<file path="src/rtl/spi_regfile.sv">
// Register file behind an SPI slave: synchronizes the slave's latch levels, decodes read/write frames.
// Optional SPI_REGFILE_TXCNT_EN turns index 15 into a read-only transaction counter.
module spi_regfile #(
  parameter int                    ADRSIZE  = 8,
  parameter int                    DATASIZE = 32,
  parameter logic [DATASIZE-1:0]   ID_WORD  = 32'hC0FFEE01
) (
  input  logic                     clock,
  input  logic                     reset,
  input  logic                     adr_latched,
  input  logic                     data_latched,
  input  logic [ADRSIZE-1:0]       adr,
  input  logic [DATASIZE-1:0]      data_wr,
  output logic [DATASIZE-1:0]      data_rd,
  output logic [16*DATASIZE-1:0]   regs_flat,
  output logic [15:0]              wr_strobe,
  output logic                     err_ro
);

  typedef enum logic [1:0] {IDLE = 2'd0, ADR = 2'd1, DATA = 2'd2} state_t;

`ifdef SPI_REGFILE_TXCNT_EN
  localparam logic [15:0] RO_MASK = 16'hC001;
`else
  localparam logic [15:0] RO_MASK = 16'h4001;
`endif

  state_t               state_reg, state_next;
  logic [2:0]           adr_sync_reg, data_sync_reg;  // [0] sync1, [1] sync2, [2] history
  logic [ADRSIZE-1:0]   adr_q_reg;
  logic [15:0]          strobe_next, wr_strobe_reg;
  logic                 err_ro_reg;
  logic [DATASIZE-1:0]  data_rd_reg;
  logic [DATASIZE-1:0]  reg_view [16];
  logic                 adr_rise, data_rise, capture, set_err, clr_err;
  logic [3:0]           idx;

  assign adr_rise  = adr_sync_reg[1]  & ~adr_sync_reg[2];
  assign data_rise = data_sync_reg[1] & ~data_sync_reg[2];
  assign idx       = adr_q_reg[3:0];

  always_ff @(posedge clock or posedge reset) begin
    if (reset) begin
      state_reg     <= IDLE;
      adr_sync_reg  <= '0;
      data_sync_reg <= '0;
      adr_q_reg     <= '0;
      wr_strobe_reg <= '0;
      err_ro_reg    <= 1'b0;
      data_rd_reg   <= '0;
    end else begin
      state_reg     <= state_next;
      adr_sync_reg  <= {adr_sync_reg[1:0], adr_latched};
      data_sync_reg <= {data_sync_reg[1:0], data_latched};
      wr_strobe_reg <= strobe_next;
      data_rd_reg   <= reg_view[adr[3:0]];
      if (capture)
        adr_q_reg <= adr;
      if (set_err)
        err_ro_reg <= 1'b1;
      else if (clr_err)
        err_ro_reg <= 1'b0;
    end
  end

  always_comb begin
    state_next  = state_reg;
    capture     = 1'b0;
    strobe_next = '0;
    set_err     = 1'b0;
    clr_err     = 1'b0;
    case (state_reg)
      IDLE: if (adr_rise) begin
        capture    = 1'b1;
        state_next = ADR;
      end
      ADR: begin
        if (data_rise)
          state_next = DATA;
        else if (!adr_sync_reg[1])
          state_next = IDLE;   // frame aborted before the data word arrived
      end
      DATA: begin
        state_next = IDLE;
        if (adr_q_reg[ADRSIZE-1]) begin
          if (RO_MASK[idx]) begin
            set_err = 1'b1;
          end else begin
            strobe_next[idx] = 1'b1;
            clr_err          = (idx == 4'd15) && data_wr[0];
          end
        end
      end
      default: state_next = IDLE;
    endcase
  end

`ifdef SPI_REGFILE_TXCNT_EN
  logic [DATASIZE-1:0] txcnt_reg;

  always_ff @(posedge clock or posedge reset) begin
    if (reset)
      txcnt_reg <= '0;
    else if (state_reg == ADR && state_next == DATA)
      txcnt_reg <= txcnt_reg + 1'b1;
  end
`endif

  genvar gi;
  generate
    for (gi = 0; gi < 16; gi++) begin : g_reg
      if (gi == 0) begin : g_id
        assign reg_view[gi] = ID_WORD;
      end else if (gi == 14) begin : g_status
        assign reg_view[gi] = DATASIZE'({err_ro_reg, state_reg, 1'b0});
`ifdef SPI_REGFILE_TXCNT_EN
      end else if (gi == 15) begin : g_txcnt
        assign reg_view[gi] = txcnt_reg;
`endif
      end else begin : g_rw
        logic [DATASIZE-1:0] q_reg;
        always_ff @(posedge clock or posedge reset) begin
          if (reset)
            q_reg <= '0;
          else if (strobe_next[gi])
            q_reg <= data_wr;
        end
        assign reg_view[gi] = q_reg;
      end
      assign regs_flat[gi*DATASIZE +: DATASIZE] = reg_view[gi];
    end
  endgenerate

  assign data_rd   = data_rd_reg;
  assign wr_strobe = wr_strobe_reg;
  assign err_ro    = err_ro_reg;

endmodule

</file>
<file path="config.mk">
export PLATFORM = sky130hd
export DESIGN_NAME = spi_regfile
export DESIGN_NICKNAME = d
export VERILOG_FILES = /design/src/rtl/spi_regfile.sv
export SDC_FILE = /design/constraint.sdc
export NUM_CORES = 1
export LEC_CHECK = 0
export ABC_CLOCK_PERIOD_IN_PS = 31100
export CORE_MARGIN = 4
export CORE_UTILIZATION = 30
export DETAILED_ROUTE_END_ITERATION = 10
export SYNTH_ARGS = -nofsm -noshare
export SYNTH_HDL_FRONTEND = slang
export SYNTH_SLANG_ARGS = --single-unit
</file>
<file path="constraint.sdc">
create_clock -name clock -period 31.1 [get_ports clock]
set_clock_uncertainty 0.1 [all_clocks]
set_input_delay 6.22 -clock clock [delete_from_list [all_inputs] [get_ports clock]]
set_output_delay 6.22 -clock clock [all_outputs]
set_load 0.1 [all_outputs]
</file>
Word-level counts from Yosys, hierarchy flattened:

Memories as Yosys holds them, arrays and structs flattened.
Cells that the tools add are included.

* word-level logic and storage cells: 63
* memories: 1
* memory bits (read-only): 16
* register bits: 513
* input bits: 44

* bitwise operators: 5
* mux-type cells: 23
* eq/ne operators: 5
* reductions and logical operators: 5
* magnitude comparators: 3

Memories
* (no name shown): words 16, bits a word 1, rd ports 1, clocked after memory_dff 0, wr ports 0, line 86 `if (RO_MASK[idx]) begin`

Operators by type and width (number)
* 32-bit binary-select mux with 4-bit select: 1
* 32-bit 2-to-1 mux: 2
* 16-bit 2-to-1 mux: 3
* 1-bit 2-to-1 mux: 12
* 2-bit 2-to-1 mux: 3
* 5-bit >= comparator (second input constant): 1
* 4-bit by 5-bit < comparator with 1-bit output (second input constant): 1
* 4-bit inverter with 5-bit output: 1
* 1-bit demux with 4-bit select: 1
* 4-bit == test (second input constant): 1
* 4-bit by 1-bit >= comparator with 1-bit output (second input constant): 1
* 2-bit one-hot mux with 2 select lines: 1
* 3-bit != test (second input constant): 1
* 1-bit bitwise AND: 2
* 2-bit by 1-bit == test with 1-bit output (second input constant): 1
* 2-bit == test (second input constant): 1
* 1-bit logical AND: 2
* 2-bit zero test: 1
* 2-bit != test (second input constant): 1
* 1-bit inverter: 2
* 2-bit AND reduction: 1
* 2-bit nonzero test: 1

Depth between registers and ports, before layout:

Gate-level depths: netlist (run 1).

* word-level depth: 7
* mapped depth: 7
* gate-level depth less buffers: 4

Least setup slack after synthesis (run 1):

No wires, ideal clock.

* path kind: input port to flip-flop
* start: input adr[2]
* end: register data_rd_reg[3] (netlist: data_rd[3])
* setup time: 0.126 ns
* stages: 6
* required time: 30.874 ns
* arrival: 7.590 ns
* path slack: 23.284 ns
* cell sequence: buf_2 clkbuf_1 mux2_2 a221oi_1 nor3_1 a221o_1

* cells in the longest elaborated chain, start to end: 4

Ends and longest elaborated chain
* start, declared: line 12 `input logic [ADRSIZE-1:0] adr,`
* 4-bit inverter with 5-bit output (not written as such): line 56 `data_rd_reg <= reg_view[adr[3:0]];`
* 32-bit binary-select mux with 4-bit select: line 56
* 32-bit 2-to-1 mux (not written as such) (2 in series): line 56
* end signal, assigned: line 56
* end, declared: line 33 `logic [DATASIZE-1:0] data_rd_reg;`

Every way passes these cells. The select of a mux whose other input is x is not followed.
A chain may end at the register's enable or synchronous reset.

==> impl_table.tex, run 1 <==
\begin{tabular}{lr}
\hline
Metric & Value \\
\hline
\multicolumn{2}{l}{\textbf{Pwr}} \\
\quad Clock share of power & 31.1\% \\
\quad Worst IR Drop VDD & about 48 uV \\
\quad Part of the total power dissipated in sequential elements & 35.5\% \\
\quad Fraction of power spent switching nets & 40.98\% \\
\quad Internal portion of total power & around 1300 uW \\
\quad Proportion of power drawn by combinational gates & 33.4\% \\
\quad Cell area power density & about 71 mW/mm\^{}2 \\
\quad Switching power of the nets & 891.3 uW \\
\quad Leakage & 0.01352 uW \\
\multicolumn{2}{l}{\textbf{Clocking}} \\
\quad Maximum clock path buffer count & 3 \\
\quad Gates resized, CTS repair & 0 \\
\quad TritonCTS clock tree & yes \\
\quad Clock Tree Root & sky130\_fd\_sc\_hd\_\_clkbuf\_16 \\
\quad \# Post-CTS Setup Buffers & 0 \\
\quad TritonCTS sink count & 510 \\
\quad Total of hold buffers inserted after clock tree synthesis & 0 \\
\quad TritonCTS Buffers & 57 \\
\quad Clock slew seen by the registers of the worst setup and hold paths & 0.06 ns \\
\quad Source-to-sink clock delay at the later pin of the worst-skew pair & 0.61 ns \\
\quad Depth of the CTS H-tree & 2 \\
\multicolumn{2}{l}{\textbf{Timing}} \\
\quad Max Freq & 97.00 MHz \\
\quad Max Slew Vio Count & 0 \\
\quad Remaining max-slew budget at the tightest pin & 26.92\% \\
\quad Worst slew pin tran & 1.093 ns \\
\quad Unrepaired setup endpoints after global routing & false \\
\quad Endpoints failing hold & 0 \\
\quad Post-route worst hold slack & 0.2454 ns \\
\quad Setup TNS & 0 ns \\
\quad Post-route clock period utilization & approximately a third \\
\quad Endpoints failing setup & 0 \\
\quad Final period demand of the worst path & slightly above 10 ns \\
\multicolumn{2}{l}{\textbf{GRT}} \\
\quad Global-route wire length before repair & 126900 microns \\
\quad Antenna violations before repair & 2 \\
\quad Maximum number of pins on one net before global-route repair & 150 \\
\quad Overall Global Routing Usage & 21.29\% \\
\quad GRT overflow & 0 \\
\quad Vias in the first global route & 16933 \\
\multicolumn{2}{l}{\textbf{Yosys}} \\
\quad Synthesized area per cell & roughly 14 sq um \\
\quad Xor and xnor fraction of the mapped netlist area & 0\% \\
\quad Post-synthesis cell type with the largest combined area & sky130\_fd\_sc\_hd\_\_dfrtp\_1 \\
\quad Synthesized cell area & roughly 0.023 sq mm \\
\quad Dominant cells by area after synthesis & sky130\_fd\_sc\_hd\_\_dfrtp\_1, sky130\_fd\_sc\_hd\_\_mux2\_2, sky130\_fd\_sc\_hd\_\_mux2i\_1, sky130\_fd\_sc\_hd\_\_mux4\_2, sky130\_fd\_sc\_hd\_\_buf\_4 \\
\quad Largest family of logic cells by synthesized area & multiplexers \\
\quad Compound-Gate Fraction of Synth Area & around 4.6\% \\
\quad Number of synthesis warnings & 0 \\
\quad FFs w/ async S/R, synth & 100.0\% \\
\quad Area share of and/or/nand/nor cells after synthesis & approximately 2.7\% \\
\quad Share of cell area taken by muxes after synthesis & 31.65\% \\
\quad Share of the synthesized area in the top cell type & around 56\% \\
\quad Fraction of the mapped netlist area in adder cells & 0\% \\
\quad Library cells used by synthesis & 42 \\
\quad Most common flop cell mapped by yosys & sky130\_fd\_sc\_hd\_\_dfrtp\_1 \\
\quad Post-synthesis register bit count & 510 \\
\quad Post-synthesis sequential area ratio & 56.18\% \\
\quad Count of flip-flops with a built-in enable after synthesis & 0 \\
\quad Cell count after synthesis & 1596 \\
\multicolumn{2}{l}{\textbf{Detailed routing}} \\
\quad Routed wire length & between 80000 and 90000 microns \\
\quad Number of remaining DRC errors & 0 \\
\quad Via count & approximately 16000 \\
\quad Total iterations of the first detailed-routing run & 4 \\
\quad Ratio of routed vias to standard cells & 5.067 \\
\quad Count of antenna-violating nets left after detailed routing & 0 \\
\quad Wire per inst & 28.29 microns \\
\quad Number of DRC markers in iteration 0 & 765 \\
\multicolumn{2}{l}{\textbf{Floorplanning}} \\
\quad Floorplan core area & $\sim$0.075 sq mm \\
\quad Vertical extent of the die & 283.2 microns \\
\quad Placement Rows & 100 \\
\quad Area of the die & 0.08019 sq mm \\
\quad Width of the die & approximately 280 microns \\
\quad Top-level port count & about 610 \\
\quad Initial core utilization & 30.41\% \\
\multicolumn{2}{l}{\textbf{Worst setup path}} \\
\quad Kind of critical path & input port to async pin \\
\quad Max Fanout on Critical Path & $\sim$150 \\
\quad Data required, critical path & 31.71 ns \\
\quad Startpoint types & input port \\
\quad Data arrival at the endpoint of the critical path & 10.92 ns \\
\quad FF-to-FF setup slack & $\sim$28 ns \\
\quad Nature of the critical path endpoint & async pin \\
\multicolumn{2}{l}{\textbf{Run}} \\
\quad Reported max-cap violation count & 0 \\
\multicolumn{2}{l}{\textbf{Placed design}} \\
\quad Final estimated routing congestion in global placement & 0.7955 \\
\quad Total of buffers placed on input and output ports & 540 \\
\quad Placed wire-length estimate & 58010 microns \\
\multicolumn{2}{l}{\textbf{Status}} \\
\quad Result of the run & complete, no violations \\
\multicolumn{2}{l}{\textbf{Finish}} \\
\quad Area overhead of the layout relative to synthesis & 35.21\% \\
\quad Layout net count & between 2000 and 2500 \\
\quad Commonest non-fill, non-tap cells in the layout & sky130\_fd\_sc\_hd\_\_clkdlybuf4s50\_1, sky130\_fd\_sc\_hd\_\_dfrtp\_1, sky130\_fd\_sc\_hd\_\_mux2\_2 \\
\quad Leading cell type in the layout, fill and taps excluded & sky130\_fd\_sc\_hd\_\_clkdlybuf4s50\_1 \\
\quad Share of cells above drive strength 1 & between 30\% and 40\% \\
\quad Largest register FFs & around 450 \\
\multicolumn{2}{l}{\textbf{Min path}} \\
\quad Hold WC Path Type & flop to flop \\
\hline
\end{tabular}
## through the flow
| step | power, uW | cell area, sq um | setup slack [ns] | util (%) | instances |
|---|---|---|---|---|---|
| after floorplan | 1329 | 22940 | 10.54 | - | 1657 |
| after global placement | 1507 | 28830 | 20.08 | 38.59 | 3005 |
| after detailed placement | 1513 | 28830 | 19.92 | 38.59 | 3005 |
| after CTS | 2197 | 30710 | 20.58 | 41.11 | 3107 |
| after global routing | 2245 | 30710 | 20.04 | 41.11 | 3108 |
| final | 2175 | 30710 | 20.79 | 41.12 | 3110 |
## routing by layer
metal	up-vias	wire [microns]	global-route usage (%)
met5	-	0	0
li1	6685	-	-
met4	0	1976	4.991
met1	8434	35140	25.90
met3	113	5491	5.346
met2	526	45380	38.00
## area by class of cell
type | instances | area (sq um)
Fill cell | 6931 | 43980
Clock inverter | 11 | 90.09
Tap cell | 969 | 1212
Multi-Input combinational cell | 941 | 9150
Inverter | 10 | 45.04
Antenna cell | 3 | 7.507
Timing Repair Buffer | 575 | 5659
Clock buffer | 91 | 1787
Sequential cell | 510 | 12760
## path summary, 6_finish.rpt
kind                                      start  cells after the start                       end
worst max-delay path                      reset                      6  g_reg[10].g_rw.q_reg[29]
worst min-delay path            adr_sync_reg[0]                      0           adr_sync_reg[1]
worst max register to register     state_reg[0]                      5    g_reg[6].g_rw.q_reg[8]
worst min register to register  adr_sync_reg[0]                      0           adr_sync_reg[1]
max in group clock                       err_ro                      1                    err_ro
min in group asynchronous                 reset                      2   g_reg[11].g_rw.q_reg[0]
## synthesized netlist by cell type, drive strengths merged (2+ instances only)
cell / number
o211ai: 34
nor2b: 8
nand3b: 10
nand2b: 5
clkbuf: 67
a221oi: 26
conb: 2
nor2: 22
nor3b: 2
dfrtp: 510
nor3: 5
a221o: 2
buf: 129
or3: 2
mux4: 31
o22ai: 28
o21ai: 24
a22oi: 24
or2: 9
mux2: 492
and2: 2
nand3: 2
nand2: 44
inv: 10
mux2i: 95
a21oi: 6
## cells by family (layout without fill, tap and decap cells)
group / after synthesis / count (layout)
AO/OA/AOI/OAI: 148 / 148
buffers and inverters: 206 / 687
flip-flops: 510 / 510
multiplexers: 618 / 618
other: 2 / 66
AND/OR/NAND/NOR: 112 / 112
## power groups by stage
stage / clock, uW / sequential (uW) / combinational, uW
6_report: 676 / 772 / 727
5_1_grt: 721 / 779 / 746
4_1_cts: 693 / 772 / 731
3_5_place_dp: 0 / 783 / 730
3_3_place_gp: 0 / 779 / 728
2_1_floorplan: 0 / 1180 / 152
## critical path: stages
cell and delay (ns):
sky130_fd_sc_hd__clkdlybuf4s50_1 0.49, sky130_fd_sc_hd__inv_8 0.67, sky130_fd_sc_hd__buf_4 0.87, sky130_fd_sc_hd__buf_4 0.87
sky130_fd_sc_hd__buf_4 0.88, sky130_fd_sc_hd__buf_4 0.60
(Power assumes the default switching activity.)
==> run 2, diff against run 1 <==
Settings changed: ABC_CLOCK_PERIOD_IN_PS 31100 to 10100.
Clock period 31.1 ns to 10.1 ns, I/O delays scaled along.
==> run 2 against run 1 <==
Compared with the run above:
- sequential share of layout area is 0.086 points lower
- worst setup slack worse by 16 ns
- cell area is 0.21% higher
- die area stayed put
- via count is 0.88% higher
- worst hold slack better by 0.0067 ns
- wire length is 0.91% higher
- flip-flop and latch count stayed put
- register-to-register slack worse by 21 ns
- first-iteration DRC count is 1.2% higher
- clock power grew to 3.2 times the previous value
- sequential power grew to 3.1 times the previous value
- largest cell class unchanged
==> impl_table.tex, run 2 (synthesized netlist as in run 1, its figures left out) <==
\begin{tabular}{lr}
\hline
Metric & Value \\
\hline
\multicolumn{2}{l}{\textbf{Pwr}} \\
\quad Leakage & 0.01355 uW (was 0.01352 uW) \\
\quad Worst IR Drop VDD & 136.5 uV (was 47.60 uV) \\
\quad Cell area power density & 220.1 mW/mm\^{}2 (was 70.81 mW/mm\^{}2) \\
\multicolumn{2}{l}{\textbf{Clocking}} \\
\quad Depth of the CTS H-tree & 2 (unchanged) \\
\quad Gates resized, CTS repair & 0 (unchanged) \\
\quad Clock slew seen by the registers of the worst setup and hold paths & 0.06 ns (about the same) \\
\quad TritonCTS sink count & 510 (unchanged) \\
\quad TritonCTS clock tree & yes (unchanged) \\
\quad Total of hold buffers inserted after clock tree synthesis & 0 (unchanged) \\
\quad Source-to-sink clock delay at the later pin of the worst-skew pair & 0.61 ns (about the same) \\
\quad Maximum clock path buffer count & 3 (unchanged) \\
\quad \# Post-CTS Setup Buffers & 0 (unchanged) \\
\quad TritonCTS Buffers & 59 (was 57) \\
\quad Clock Tree Root & sky130\_fd\_sc\_hd\_\_clkbuf\_16 (unchanged) \\
\multicolumn{2}{l}{\textbf{Placed design}} \\
\quad Placed Instances & 3001 (was 3005) \\
\quad Placed wire-length estimate & 58050 microns (was 58010 microns) \\
\quad Total of buffers placed on input and output ports & 540 (unchanged) \\
\quad Placed cell area & 0.02882 sq mm (was 0.02883 sq mm) \\
\quad Final estimated routing congestion in global placement & 0.8196 (was 0.7955) \\
\multicolumn{2}{l}{\textbf{Detailed routing}} \\
\quad Wire per inst & 28.55 microns (was 28.29 microns) \\
\quad Via count & 15896 (was 15758) \\
\quad Ratio of routed vias to standard cells & 5.111 (was 5.067) \\
\quad Number of remaining DRC errors & 0 (unchanged) \\
\quad Count of antenna-violating nets left after detailed routing & 0 (unchanged) \\
\quad Routed wire length & 88790 microns (was 87990 microns) \\
\quad Number of DRC markers in iteration 0 & 774 (was 765) \\
\quad Total iterations of the first detailed-routing run & 7 (was 4) \\
\multicolumn{2}{l}{\textbf{Finish}} \\
\quad Storage element area & 0.01276 sq mm (unchanged) \\
\quad Share of cells above drive strength 1 & 31.12\% (was 31.06\%) \\
\quad Leading cell type in the layout, fill and taps excluded & sky130\_fd\_sc\_hd\_\_clkdlybuf4s50\_1 (unchanged) \\
\quad Largest register FFs & 448 (unchanged) \\
\quad Share of the core filled with cells & 41.20\% (was 41.12\%) \\
\quad Finished Layout Cells & 3110 (unchanged) \\
\quad Post-route cell area & 0.03078 sq mm (was 0.03071 sq mm) \\
\quad Area overhead of the layout relative to synthesis & 35.49\% (was 35.21\%) \\
\quad Commonest non-fill, non-tap cells in the layout & sky130\_fd\_sc\_hd\_\_clkdlybuf4s50\_1, sky130\_fd\_sc\_hd\_\_dfrtp\_1, sky130\_fd\_sc\_hd\_\_mux2\_2 (unchanged) \\
\quad Layout net count & 2137 (was 2139) \\
\quad Multi-input combinational cell area & 0.009155 sq mm (was 0.009150 sq mm) \\
\quad Fillers & 6932 (was 6931) \\
\multicolumn{2}{l}{\textbf{Timing}} \\
\quad Worst slew pin tran & 1.203 ns (was 1.093 ns) \\
\quad Remaining max-slew budget at the tightest pin & 19.61\% (was 26.92\%) \\
\quad Endpoints failing hold & 0 (unchanged) \\
\quad Setup TNS & 0 ns (unchanged) \\
\quad Max Slew Vio Count & 0 (unchanged) \\
\quad Endpoints failing setup & 0 (unchanged) \\
\quad Post-route clock period utilization & 48.63\% \\
\quad Max Freq & 203.6 MHz \\
\quad Final period demand of the worst path & 4.911 ns \\
\quad Unrepaired setup endpoints after global routing & false (unchanged) \\
\multicolumn{2}{l}{\textbf{GRT}} \\
\quad Vias in the first global route & 17254 (was 16933) \\
\quad Overall Global Routing Usage & 21.49\% (was 21.29\%) \\
\quad Antenna violations before repair & 2 (unchanged) \\
\quad Global-route wire length before repair & 127600 microns (was 126900 microns) \\
\quad Maximum number of pins on one net before global-route repair & 161 (was 150) \\
\quad GRT overflow & 0 (unchanged) \\
\multicolumn{2}{l}{\textbf{Worst setup path}} \\
\quad Max Fanout on Critical Path & 61 (was 149) \\
\quad Data required, critical path & 10.51 ns (was 31.71 ns) \\
\quad Startpoint types & input port (unchanged) \\
\quad Delay-heaviest family, CP & buffers and inverters (unchanged) \\
\quad Delay of the slowest cell on the worst path & 0.87 ns (was 0.88 ns) \\
\quad Kind of critical path & input port to flop (was input port to async pin) \\
\quad Nature of the critical path endpoint & flop (was async pin) \\
\quad CP cell instances & buf\_6, buf\_4, nand2b\_2, o22ai\_1, nor2\_1, a22oi\_1 (was clkdlybuf4s50\_1, inv\_8, buf\_4, buf\_4, buf\_4, buf\_4) \\
\quad Data arrival at the endpoint of the critical path & 5.32 ns (was 10.92 ns) \\
\quad Critical-path top delay cell & sky130\_fd\_sc\_hd\_\_o22ai\_1 (was sky130\_fd\_sc\_hd\_\_buf\_4) \\
\quad Buffers plus inverters on the worst setup path & 2 (was 6) \\
\multicolumn{2}{l}{\textbf{Run}} \\
\quad Reported max-cap violation count & 0 (unchanged) \\
\multicolumn{2}{l}{\textbf{Floorplanning}} \\
\quad Placement Rows & 100 (unchanged) \\
\quad Initial core utilization & 30.41\% (unchanged) \\
\quad Area of the die & 0.08019 sq mm (unchanged) \\
\quad Top-level port count & 605 (unchanged) \\
\quad Floorplan core area & 0.07470 sq mm (unchanged) \\
\quad Vertical extent of the die & 283.2 microns (unchanged) \\
\quad Width of the die & 283.2 microns (unchanged) \\
\multicolumn{2}{l}{\textbf{Status}} \\
\quad Result of the run & complete, no violations (unchanged) \\
\multicolumn{2}{l}{\textbf{Min path}} \\
\quad Hold WC Path Type & flop to flop (unchanged) \\
\hline
\end{tabular}
## run 2: changes by cell type in the layout (fill, tap and decap cells not counted), moves of 2 or more
cell	delta
sky130_fd_sc_hd__clkinv_2	+5
sky130_fd_sc_hd__clkbuf_16	+2
sky130_fd_sc_hd__buf_4	-3
sky130_fd_sc_hd__clkbuf_8	-7
sky130_fd_sc_hd__clkdlybuf4s50_1	-3
sky130_fd_sc_hd__buf_12	+2
sky130_fd_sc_hd__clkbuf_1	+3
sky130_fd_sc_hd__diode_2	-2
sky130_fd_sc_hd__bufinv_16	+3
## run 2: layout make-up
class                           count  share of cell area, %
Clock inverter                     19                 0.6667
Sequential cell                   510                  41.47
Tap cell                          969                  3.939
Clock buffer                       89                  5.692
Multi-Input combinational cell    941                  29.75
Inverter                           10                 0.1342
Timing Repair Buffer              571                  18.35
Antenna cell                        1               0.008131
## run 2: stage by stage
step | total power, uW | hold slack, ns | setup WS [ns]
final | 6775 | 0.2521 | 5.189
after global routing | 6999 | 0.2746 | 5.203
after CTS | 6851 | 0.2523 | 5.293
after detailed placement | 4660 | 0.2401 | 4.627
after global placement | 4641 | 0.2356 | 4.646
after floorplan | 4093 | 0.2312 | 1.056
## run 2: final timing paths
| check | endpoint | start | slack, ns | cells after the start |
|---|---|---|---|---|
| worst min-delay path | adr_sync_reg[1] | adr_sync_reg[0] | 0.25 | 0 |
| min in group asynchronous | g_reg[6].g_rw.q_reg[6] | reset | 1.83 | 3 |
| worst max-delay path | data_rd[12] | adr[1] | 5.19 | 6 |
| max in group asynchronous | g_reg[11].g_rw.q_reg[11] | reset | 6.59 | 4 |
| worst max register to register | g_reg[7].g_rw.q_reg[9] | state_reg[0] | 6.75 | 5 |
| worst min register to register | adr_sync_reg[1] | adr_sync_reg[0] | 0.25 | 0 |
## run 2: per-layer routing
layer	GRT usage (%)	part of all wire, %	up-vias
met3	5.924	7.4	172
met1	26.17	40	8416
met5	0	0	-
li1	-	-	6686
met2	36.32	49	622
met4	8.344	3.9	0
## run 2: where the power goes
part	total [uW]	switching, uW	leakage [uW]	internal, uW
registers	2380	156	0.00657	2220
logic	2240	1740	0.00600	504
clock network	2160	867	0.000969	1290
total	6770	2760	0.0135	4020
## run 2: worst register-to-register path: stages (launching register included)
cell,delay [ns]
sky130_fd_sc_hd__dfrtp_1,0.46
sky130_fd_sc_hd__nand3b_4,0.26
sky130_fd_sc_hd__or3b_1,0.56
sky130_fd_sc_hd__nor2_4,0.98
sky130_fd_sc_hd__buf_4,0.48
sky130_fd_sc_hd__mux2_2,0.39
